--- config.mk ---
export PLATFORM = sky130hd
export DESIGN_NAME = key_load_ctrl
export DESIGN_NICKNAME = d
export VERILOG_FILES = /design/src/rtl/key_load_ctrl.sv
export SDC_FILE = /design/constraint.sdc
export NUM_CORES = 1
export LEC_CHECK = 0
export CORE_AREA = 2 2 65 61
export CTS_CLUSTER_DIAMETER = 60
export CTS_CLUSTER_SIZE = 28
export DETAILED_ROUTE_END_ITERATION = 10
export DIE_AREA = 0 0 67 63
export PLACE_DENSITY = 0.86
export SETUP_SLACK_MARGIN = 0.4
export SLEW_MARGIN = 20
export SYNTH_ARGS = -nofsm -noshare
export SYNTH_HDL_FRONTEND = slang
export SYNTH_SLANG_ARGS = --single-unit
--- constraint.sdc ---
create_clock -name clk -period 1.8 [get_ports clk]
set_input_delay 0.27 -clock clk [delete_from_list [all_inputs] [get_ports clk]]
set_output_delay 0.27 -clock clk [all_outputs]
set_load 0.05 [all_outputs]
--- src/rtl/key_load_ctrl.sv ---
// -----------------------------------------------------------------------------
// key_load_ctrl
//
// Boot-time key provisioning controller for the hardware-locked core. It reads
// the unlock key from the tamper-protected key store one chunk at a time over a
// req/ack handshake and assembles the chunks in a shadow register. Once every
// chunk is in, it drives the full key onto the lock-module key bus. After
// RELEASE_DLY more cycles it lets the core out of reset.
//
// A read that times out counts as a failed attempt. A read whose parity is bad
// (optional check) also counts as a failed attempt. After MAX_RETRY failed
// attempts in one load sequence the controller enters ERROR. relock discards
// the key and re-locks the core from any state.
//
// Optional feature (compile-time macro):
//   KEY_PARITY_CHK_EN : adds input nvm_par. A read is accepted only when
//                       ^{nvm_data, nvm_par} == 0. A read that fails this check
//                       is dropped and counts as a failed attempt.
//
// Ports:
//   clk         in   clock
//   rst         in   asynchronous active-high reset
//   start       in   pulse, begins a key load (honoured in IDLE and ERROR only)
//   relock      in   pulse, discards the key and re-locks the core
//   nvm_req     out  key-store read request
//   nvm_addr    out  key-store read address, stable while nvm_req=1
//   nvm_ack     in   read data valid, sampled only while a read is pending
//   nvm_data    in   read data chunk
//   nvm_par     in   read data parity bit (KEY_PARITY_CHK_EN only)
//   key_out     out  assembled key, zero unless key_valid=1
//   key_valid   out  key fully loaded
//   core_rst_n  out  active-low core reset, released RELEASE_DLY after key_valid
//   busy        out  load sequence in progress
//   err         out  retries exhausted
// -----------------------------------------------------------------------------
module key_load_ctrl #(
  parameter int                KEY_WIDTH   = 8,
  parameter int                CHUNK_W     = 2,
  parameter int                ADDR_W      = 4,
  parameter logic [ADDR_W-1:0] BASE_ADDR   = 4'h0,
  parameter int                TIMEOUT_CYC = 16,
  parameter int                MAX_RETRY   = 3,
  parameter int                RELEASE_DLY = 4
) (
  input  logic                 clk,
  input  logic                 rst,
  input  logic                 start,
  input  logic                 relock,
  output logic                 nvm_req,
  output logic [ADDR_W-1:0]    nvm_addr,
  input  logic                 nvm_ack,
  input  logic [CHUNK_W-1:0]   nvm_data,
`ifdef KEY_PARITY_CHK_EN
  input  logic                 nvm_par,
`endif
  output logic [KEY_WIDTH-1:0] key_out,
  output logic                 key_valid,
  output logic                 core_rst_n,
  output logic                 busy,
  output logic                 err
);

  localparam int NUM_CHUNKS = KEY_WIDTH / CHUNK_W;
  localparam int IDX_W      = (NUM_CHUNKS  > 1) ? $clog2(NUM_CHUNKS)  : 1;
  localparam int TCNT_W     = (TIMEOUT_CYC > 1) ? $clog2(TIMEOUT_CYC) : 1;
  localparam int RTRY_W     = $clog2(MAX_RETRY + 1);
  localparam int RCNT_W     = (RELEASE_DLY > 1) ? $clog2(RELEASE_DLY) : 1;

  localparam logic [IDX_W-1:0]  IDX_LAST  = IDX_W'(NUM_CHUNKS - 1);
  localparam logic [TCNT_W-1:0] TCNT_LAST = TCNT_W'(TIMEOUT_CYC - 1);
  localparam logic [RTRY_W-1:0] RTRY_MAX  = RTRY_W'(MAX_RETRY);
  localparam logic [RCNT_W-1:0] RCNT_LAST = RCNT_W'(RELEASE_DLY - 1);

  typedef enum logic [2:0] {
    S_IDLE,
    S_WAIT,
    S_GAP,
    S_DONE,
    S_ERROR
  } state_t;

  state_t               r_state;
  logic [KEY_WIDTH-1:0] r_shadow;
  logic [IDX_W-1:0]     r_idx;
  logic [RTRY_W-1:0]    r_retry;
  logic [TCNT_W-1:0]    r_tcnt;
  logic [RCNT_W-1:0]    r_rcnt;
  logic                 r_nvm_req;
  logic [ADDR_W-1:0]    r_nvm_addr;
  logic [KEY_WIDTH-1:0] r_key_out;
  logic                 r_key_valid;
  logic                 r_core_rst_n;
  logic                 r_busy;
  logic                 r_err;

  logic                 w_par_bad;
  logic                 w_good_ack;
  logic                 w_fail;
  logic [RTRY_W-1:0]    w_retry_nxt;
  logic [KEY_WIDTH-1:0] w_shadow_cap;

`ifdef KEY_PARITY_CHK_EN
  assign w_par_bad = ^{nvm_data, nvm_par};
`else
  assign w_par_bad = 1'b0;
`endif

  // A bad-parity read and a timeout take the same failed-attempt path.
  assign w_good_ack  = nvm_ack && !w_par_bad;
  assign w_fail      = (nvm_ack && w_par_bad) || (!nvm_ack && (r_tcnt == TCNT_LAST));
  assign w_retry_nxt = r_retry + RTRY_W'(1);

  // The shadow register with the chunk being acknowledged merged in. This value
  // goes to key_out on entry to DONE, so the last chunk is included without an
  // extra cycle.
  // NOTE: every signal assigned in always_comb gets a full default first, so no latch is inferred.
  always_comb begin
    w_shadow_cap = r_shadow;
    w_shadow_cap[r_idx*CHUNK_W +: CHUNK_W] = nvm_data;
  end

  // NOTE: sequential state uses non-blocking assignments only. This keeps the
  // read-then-update order independent of statement order.
  always_ff @(posedge clk or posedge rst) begin
    if (rst) begin
      r_state      <= S_IDLE;
      // NOTE: the shadow register holds key material, so it is reset along
      // with the control state and never starts with stale contents.
      r_shadow     <= '0;
      r_idx        <= '0;
      r_retry      <= '0;
      r_tcnt       <= '0;
      r_rcnt       <= '0;
      r_nvm_req    <= 1'b0;
      r_nvm_addr   <= '0;
      r_key_out    <= '0;
      r_key_valid  <= 1'b0;
      r_core_rst_n <= 1'b0;
      r_busy       <= 1'b0;
      r_err        <= 1'b0;
    end else if (relock) begin
      // relock takes priority over start and nvm_ack in every state.
      r_state      <= S_IDLE;
      r_shadow     <= '0;
      r_idx        <= '0;
      r_retry      <= '0;
      r_tcnt       <= '0;
      r_rcnt       <= '0;
      r_nvm_req    <= 1'b0;
      r_key_out    <= '0;
      r_key_valid  <= 1'b0;
      r_core_rst_n <= 1'b0;
      r_busy       <= 1'b0;
      r_err        <= 1'b0;
    end else begin
      case (r_state)
        S_IDLE, S_ERROR: begin
          if (start) begin
            r_state    <= S_WAIT;
            r_shadow   <= '0;
            r_idx      <= '0;
            r_retry    <= '0;
            r_tcnt     <= '0;
            r_nvm_req  <= 1'b1;
            r_nvm_addr <= BASE_ADDR;
            r_busy     <= 1'b1;
            r_err      <= 1'b0;
          end
        end

        S_WAIT: begin
          if (w_good_ack) begin
            r_shadow  <= w_shadow_cap;
            r_tcnt    <= '0;
            r_nvm_req <= 1'b0;
            if (r_idx == IDX_LAST) begin
              r_state      <= S_DONE;
              r_key_out    <= w_shadow_cap;
              r_key_valid  <= 1'b1;
              r_busy       <= 1'b0;
              r_rcnt       <= '0;
            end else begin
              r_idx   <= r_idx + IDX_W'(1);
              r_state <= S_GAP;
            end
          end else if (w_fail) begin
            // A failed attempt keeps idx, so the same chunk is read again.
            r_tcnt    <= '0;
            r_retry   <= w_retry_nxt;
            r_nvm_req <= 1'b0;
            if (w_retry_nxt == RTRY_MAX) begin
              r_state <= S_ERROR;
              r_err   <= 1'b1;
              r_busy  <= 1'b0;
            end else begin
              r_state <= S_GAP;
            end
          end else begin
            r_tcnt <= r_tcnt + TCNT_W'(1);
          end
        end

        S_GAP: begin
          // nvm_req stays low for one cycle, so each read starts as a fresh request.
          r_state    <= S_WAIT;
          r_nvm_req  <= 1'b1;
          r_nvm_addr <= BASE_ADDR + ADDR_W'(r_idx);
        end

        S_DONE: begin
          if (!r_core_rst_n) begin
            if (r_rcnt == RCNT_LAST) begin
              r_core_rst_n <= 1'b1;
            end else begin
              r_rcnt <= r_rcnt + RCNT_W'(1);
            end
          end
        end

        default: r_state <= S_IDLE;
      endcase
    end
  end

  assign nvm_req    = r_nvm_req;
  assign nvm_addr   = r_nvm_addr;
  assign key_out    = r_key_out;
  assign key_valid  = r_key_valid;
  assign core_rst_n = r_core_rst_n;
  assign busy       = r_busy;
  assign err        = r_err;

endmodule

* After elaboration in Yosys (flattened, before gate mapping)
Index checks and enable logic that the tools add are counted.
** Storage, ports and cells
- Word-level logic and storage cells :: 128
- Bits in registers :: 38
- Output and inout bits :: 17
- Input port bits :: 7
** Operators by class
- Eq/ne operators :: 22
- $add $sub $neg :: 5
- Mux-type cells :: 62
- Bitwise logic cells :: 1
- Reductions and logical operators :: 23
- Shifts and indexed selects :: 2
** Operator list (number)
- $mux 8 :: 7
- $neg 3->34 :: 1
- $shift 2x34->8 const A :: 1
- $shiftx 2x34->8 :: 1
- $ne 3x3->1 const B :: 9
- $mux 2 :: 12
- $mux 1 :: 23
- $mux 4 :: 4
- $pmux 4 s2 :: 2
- $pmux 8 s2 :: 1
- $mux 3 :: 5
- $reduce_and 3->1 :: 5
- $reduce_and 5->1 :: 3
- $ne 4x4->1 const B :: 3
- $pmux 2 s2 :: 3
- $pmux 3 s4 :: 1
- $reduce_bool 2->1 :: 5
- $bwmux 8 :: 1
- $reduce_and 4->1 :: 2
- $add 2x1->2 const B :: 3
- $eq 2x2->1 const B :: 3
- $eq 3x2->1 const B :: 2
- $reduce_bool 3->1 :: 2
- $add 4x1->4 const B :: 1
- other kinds (13) :: 15

* Logic depth before layout (Yosys ltp)
- Word-level depth :: 7
- Mapped depth :: 6
- Gate-level depth less buffers :: 5

* Worst setup path after synthesis
Ideal clock, no wire load.
- Path type :: register to register
- Start point :: reg r_idx[0]
- End point :: reg r_key_out[2], in the netlist key_out[2]
- Required time :: 1.715 ns
- Path buffers :: 0
- Data arrival time :: 1.417 ns
- Setup slack :: 0.299 ns
- Stages on the path, launching flop included :: 6
- Cells stage by stage :: dfrtp_1 -> inv_1 -> ha_1 -> nor3b_1 -> a31oi_1 -> o21ai_0
** Between the ends
- Longest elaborated chain between the ends :: 7
- Elaborated cells on any way between the ends :: 11
- Those cells by class :: add/sub: 1; eq/ne: 1; shift: 2; mux: 5; reduce/logical: 2
** Ends and longest elaborated chain
- from (decl) :: RTL line 84 : logic [IDX_W-1:0] r_idx;
- from (signal assigned) :: RTL line 183 : r_idx <= r_idx + IDX_W'(1);
- $neg 3->34 :: RTL line 119 : w_shadow_cap[r_idx*CHUNK_W +: CHUNK_W] = nvm_data;
- $shiftx 2x34->8 / $shift 2x34->8 (equally long branches) :: RTL line 119
- $bwmux 8 :: RTL line 119
- $mux 8 :: RTL line 176 : if (r_idx == IDX_LAST) begin
- $mux 8 :: RTL line 172 : if (w_good_ack) begin
- $mux 8 :: RTL line 156 : case (r_state)
- $mux 8 :: RTL line 141 : end else if (relock) begin
- to (signal assigned) :: RTL line 178 : r_key_out <= w_shadow_cap;
- to (decl) :: RTL line 90 : logic [KEY_WIDTH-1:0] r_key_out;
Several ways; a longest one is shown, not always the timed one. The select of a mux whose other input is x is not followed.
A chain may end at the register's enable or synchronous reset.

* Final worst setup path
- Start point :: reg r_state[0]
- End point :: reg r_nvm_addr[1], in the netlist nvm_addr[1]
** Between the ends
- Longest elaborated chain between the ends :: 4
- Elaborated cells on any way between the ends :: 8
- Those cells by class :: eq/ne: 3; mux: 1; reduce/logical: 4
** Ends and longest elaborated chain
- from (decl) :: RTL line 82 : state_t r_state;
- from (signal assigned) :: RTL line 126 : r_state <= S_IDLE;
- from (signal assigned) :: RTL line 143 : r_state <= S_IDLE;
- from (signal assigned) :: RTL line 159 : r_state <= S_WAIT;
- $eq 3x3->1 / $logic_not 3->1 (equally long branches) :: RTL line 156
- $reduce_or 2->1 :: RTL line 156
- $ne 2x2->1 (no line) / $reduce_bool 2->1 (equally long branches)
- $reduce_and 3->1 (no line)
- to (signal assigned) :: RTL line 207 : r_nvm_addr <= BASE_ADDR + ADDR_W'(r_idx);
- to (decl) :: RTL line 89 : logic [ADDR_W-1:0] r_nvm_addr;
Several ways; a longest one is shown, not always the timed one.

==> results_dict.tcl <==
set metrics [dict create \
    outcome "completed" \
    design_area_um2 3060 \
    antenna_found_initial 0 \
    ir_worst_vdd_uv 683 \
    worst-setup-path-type "flip-flop to flip-flop" \
    pre_cts_ws_ns -0.0273 \
    yosysTopAreaCell "dfrtp_1" \
    num_io_pins 24 \
    synth-adder-area-share_pct 5.94 \
    total_power_w 0.00237 \
    synth-main-ff-cell "dfrtp_1" \
    slew_violations 0 \
    timing.critical_path.mode_cell "buf_4" \
    wl_per_cell_um 25.9 \
    cts.sinks 36 \
    syn_inst 194 \
    r2r_start "r_state[0]" \
    timing.slew.headroom_pct 66.9 \
    arrival_ns 1.89 \
    post-place-cells 263 \
    setup_viol 0 \
    worstMarginPinSlew_ns 0.483 \
    cts_tree "yes" \
    synth-xor-area-share_pct 0.462 \
    synth_compound_area_share_pct 22.1 \
    drc 0 \
    worstPathRequired_ns 2.04 \
    synth_top_family_by_area "compound AO/OA/AOI/OAI gates" \
    drive_gt1_share_pct 52.7 \
    die-width_um 67 \
    gp_congestion 0.867 \
    cts_max_level 2 \
    instances_no_fill 306 \
    utilization_pct 85.5 \
    core-area_um2 3570 \
    vias 2129 \
    p_per_area_nw_per_um2 775 \
    max_freq_mhz 606 \
    critPathBufInv 2 \
    cts-root-buf "clkbuf_8" \
    p_leak_nw 1.31 \
    wl_um 7920 \
    holdCritPathClass "input pin to async pin" \
    diodes 0 \
    syn_area_um2 1900 \
    num-fill-cells 149 \
    yosysUniqueCellTypes 37 \
    final_nets 275 \
    drt-initial-drc-count 358 \
    startpoint_type "flip-flop" \
    critPathTopFamily "compound AO/OA/AOI/OAI gates" \
    initial_core_util_pct 53.1 \
    cpPeakStageDelay_ns 0.44 \
    port_buffers 21 \
    async_reset_ff_share_pct 100 \
    clkLatencyLatePin_ns 0.31 \
    skew_ns 0.0135 \
    grt_pass1_wl_um 10200 \
    cts_buffers 5 \
    synth_simple_gate_area_share_pct 18.5 \
    die_y_um 63 \
    placementRows 21 \
    worst_slack_ns 0.151 \
    synth_edf_count 0 \
    placedInstanceArea_um2 2230 \
    grt_pass1_vias 1928 \
    grt_overflow 0 \
    vias_per_cell 6.96 \
    grt_max_degree 37 \
    worstPathCellList "buf_4, buf_4, nor2_2, nand2_1, o21ai_0, a22o_1" \
    worstPathMaxFanout 6 \
    period_share_pct 91.6 \
    clockBufferDepth 2 \
    dp.final_hpwl_um 3040 \
    period_needed_ns 1.65 \
    ys_seq_area_share_pct 47.5 \
    finalHoldViolCount 0 \
    yosysTopAreaCellShare_pct 47.5 \
    cap_viol_max_count 0 \
    track_usage_pct 32.8 \
    crit_start "r_state[0]" \
    synthMuxAreaShare_pct 1.65 \
    slowest_stage "dfrtp_2" \
    synth_common_cells "36 x dfrtp_1, 23 x nand2_1, 19 x o21ai_0" \
    yosys-top-cells-area "dfrtp_1 47%, ha_1 5.9%, o21ai_0 5.0%" \
    ys_ff_latch 36 \
    drt-pass1-iter-count 5 \
    areaGrowthSynthToFinish_pct 61.1 \
    antenna_left 0 \
    synth_most_common_cell "dfrtp_1" \
    yosys_warnings 0 \
    fp.dieArea_um2 4220 \
    cp-end-kind "flip-flop" \
    path_clk_slew_ns 0.08 \
    rsz0062_at_grt "true" \
    syn_area_per_cell_um2 9.78 \
]
cells in the final DEF, fill, tap and decap left out, types with 7 or more instances in the layout:
cell type | netlist | routed
o21ai_0 | 19 | 8
dfrtp_1 | 36 | 32
nand2_1 | 23 | 19
buf_6 | 0 | 8
o21ai_2 | 0 | 9
buf_4 | 2 | 36
clkdlybuf4s15_2 | 0 | 13
o2bb2ai_2 | 0 | 7
a21oi_1 | 12 | 8
nor2b_1 | 9 | 8
flip-flops by register name, indices dropped and copies added, names as in the netlist, 2 cells and up:
signal,count
r_shadow,8
r_rcnt,2
r_idx,2
nvm_addr,2
r_tcnt,4
r_state,3
r_retry,2
key_out,8
metrics by stage:
step / TNS (ns) / hold slack (ns)
floorplan: 0 / 0.437
global placement: 0 / 0.456
detailed placement: -0.119 / 0.461
CTS: 0 / 0.399
global route: 0 / 0.418
finish: 0 / 0.375
routing by layer:
metal / vias to the layer above / global-route usage [%] / share of wire, % / routed length, µm
met2: 216 / 50.4 / 44 / 3460
met3: 77 / 8.83 / 11 / 902
met4: 0 / 16.8 / 7.9 / 627
met1: 997 / 41.7 / 37 / 2920
li1: 839 / - / - / -
met5: - / 0 / 0 / 0
cell families (layout without fill, tap and decap cells):
family,after synthesis,after routing
AOI/OAI and AO/OA,64,64
xor gates and xnor gates,1,1
adders and majority gates,9,9
buffers and inverters,16,80
DFF,36,36
muxes,3,3
other,1,2
and+or+nand+nor,64,65
cell type report:
cell class | count | area (µm²) | area share [%]
clock buffers | 5 | 68.8 | 2.25
clock inverters | 3 | 90.1 | 2.95
inverters | 7 | 31.3 | 1.02
multi-input cells | 144 | 1310 | 42.8
flip-flops and latches | 36 | 906 | 29.6
well taps | 46 | 57.6 | 1.88
repair buffers | 65 | 593 | 19.4
final timing paths:
| check | to | slack, ns | cells past startpoint |
|---|---|---|---|
| max reg2reg | nvm_addr[1] | 0.15 | 6 |
| min in group clk | r_shadow[2] | 0.49 | 1 |
| min | key_out[6] | 0.38 | 3 |
| max | nvm_addr[1] | 0.15 | 6 |
| max in group asynchronous | r_state[0] | 1.06 | 3 |
| min reg2reg | r_shadow[2] | 0.49 | 1 |
worst register-to-register path: stages (launching register included):
cell     delay (ns)
dfrtp_2        0.44
buf_4          0.18
buf_4          0.17
nor2_2         0.21
nand2_1        0.10
o21ai_0        0.27
a22o_1         0.23
where the power goes:
group | switching [W] | internal (W)
sequential | 0.0000322 | 0.000837
combinational | 0.000298 | 0.000180
clock | 0.000329 | 0.000693
timing repair:
action,in CTS,in global routing
gates cloned,1,0
setup buffers,21,13
gates resized for setup,85,44
setup endpoints to repair,47,36
pin swaps,15,21
hold buffers,0,0
No activity file was read; power rests on OpenSTA's default activity.
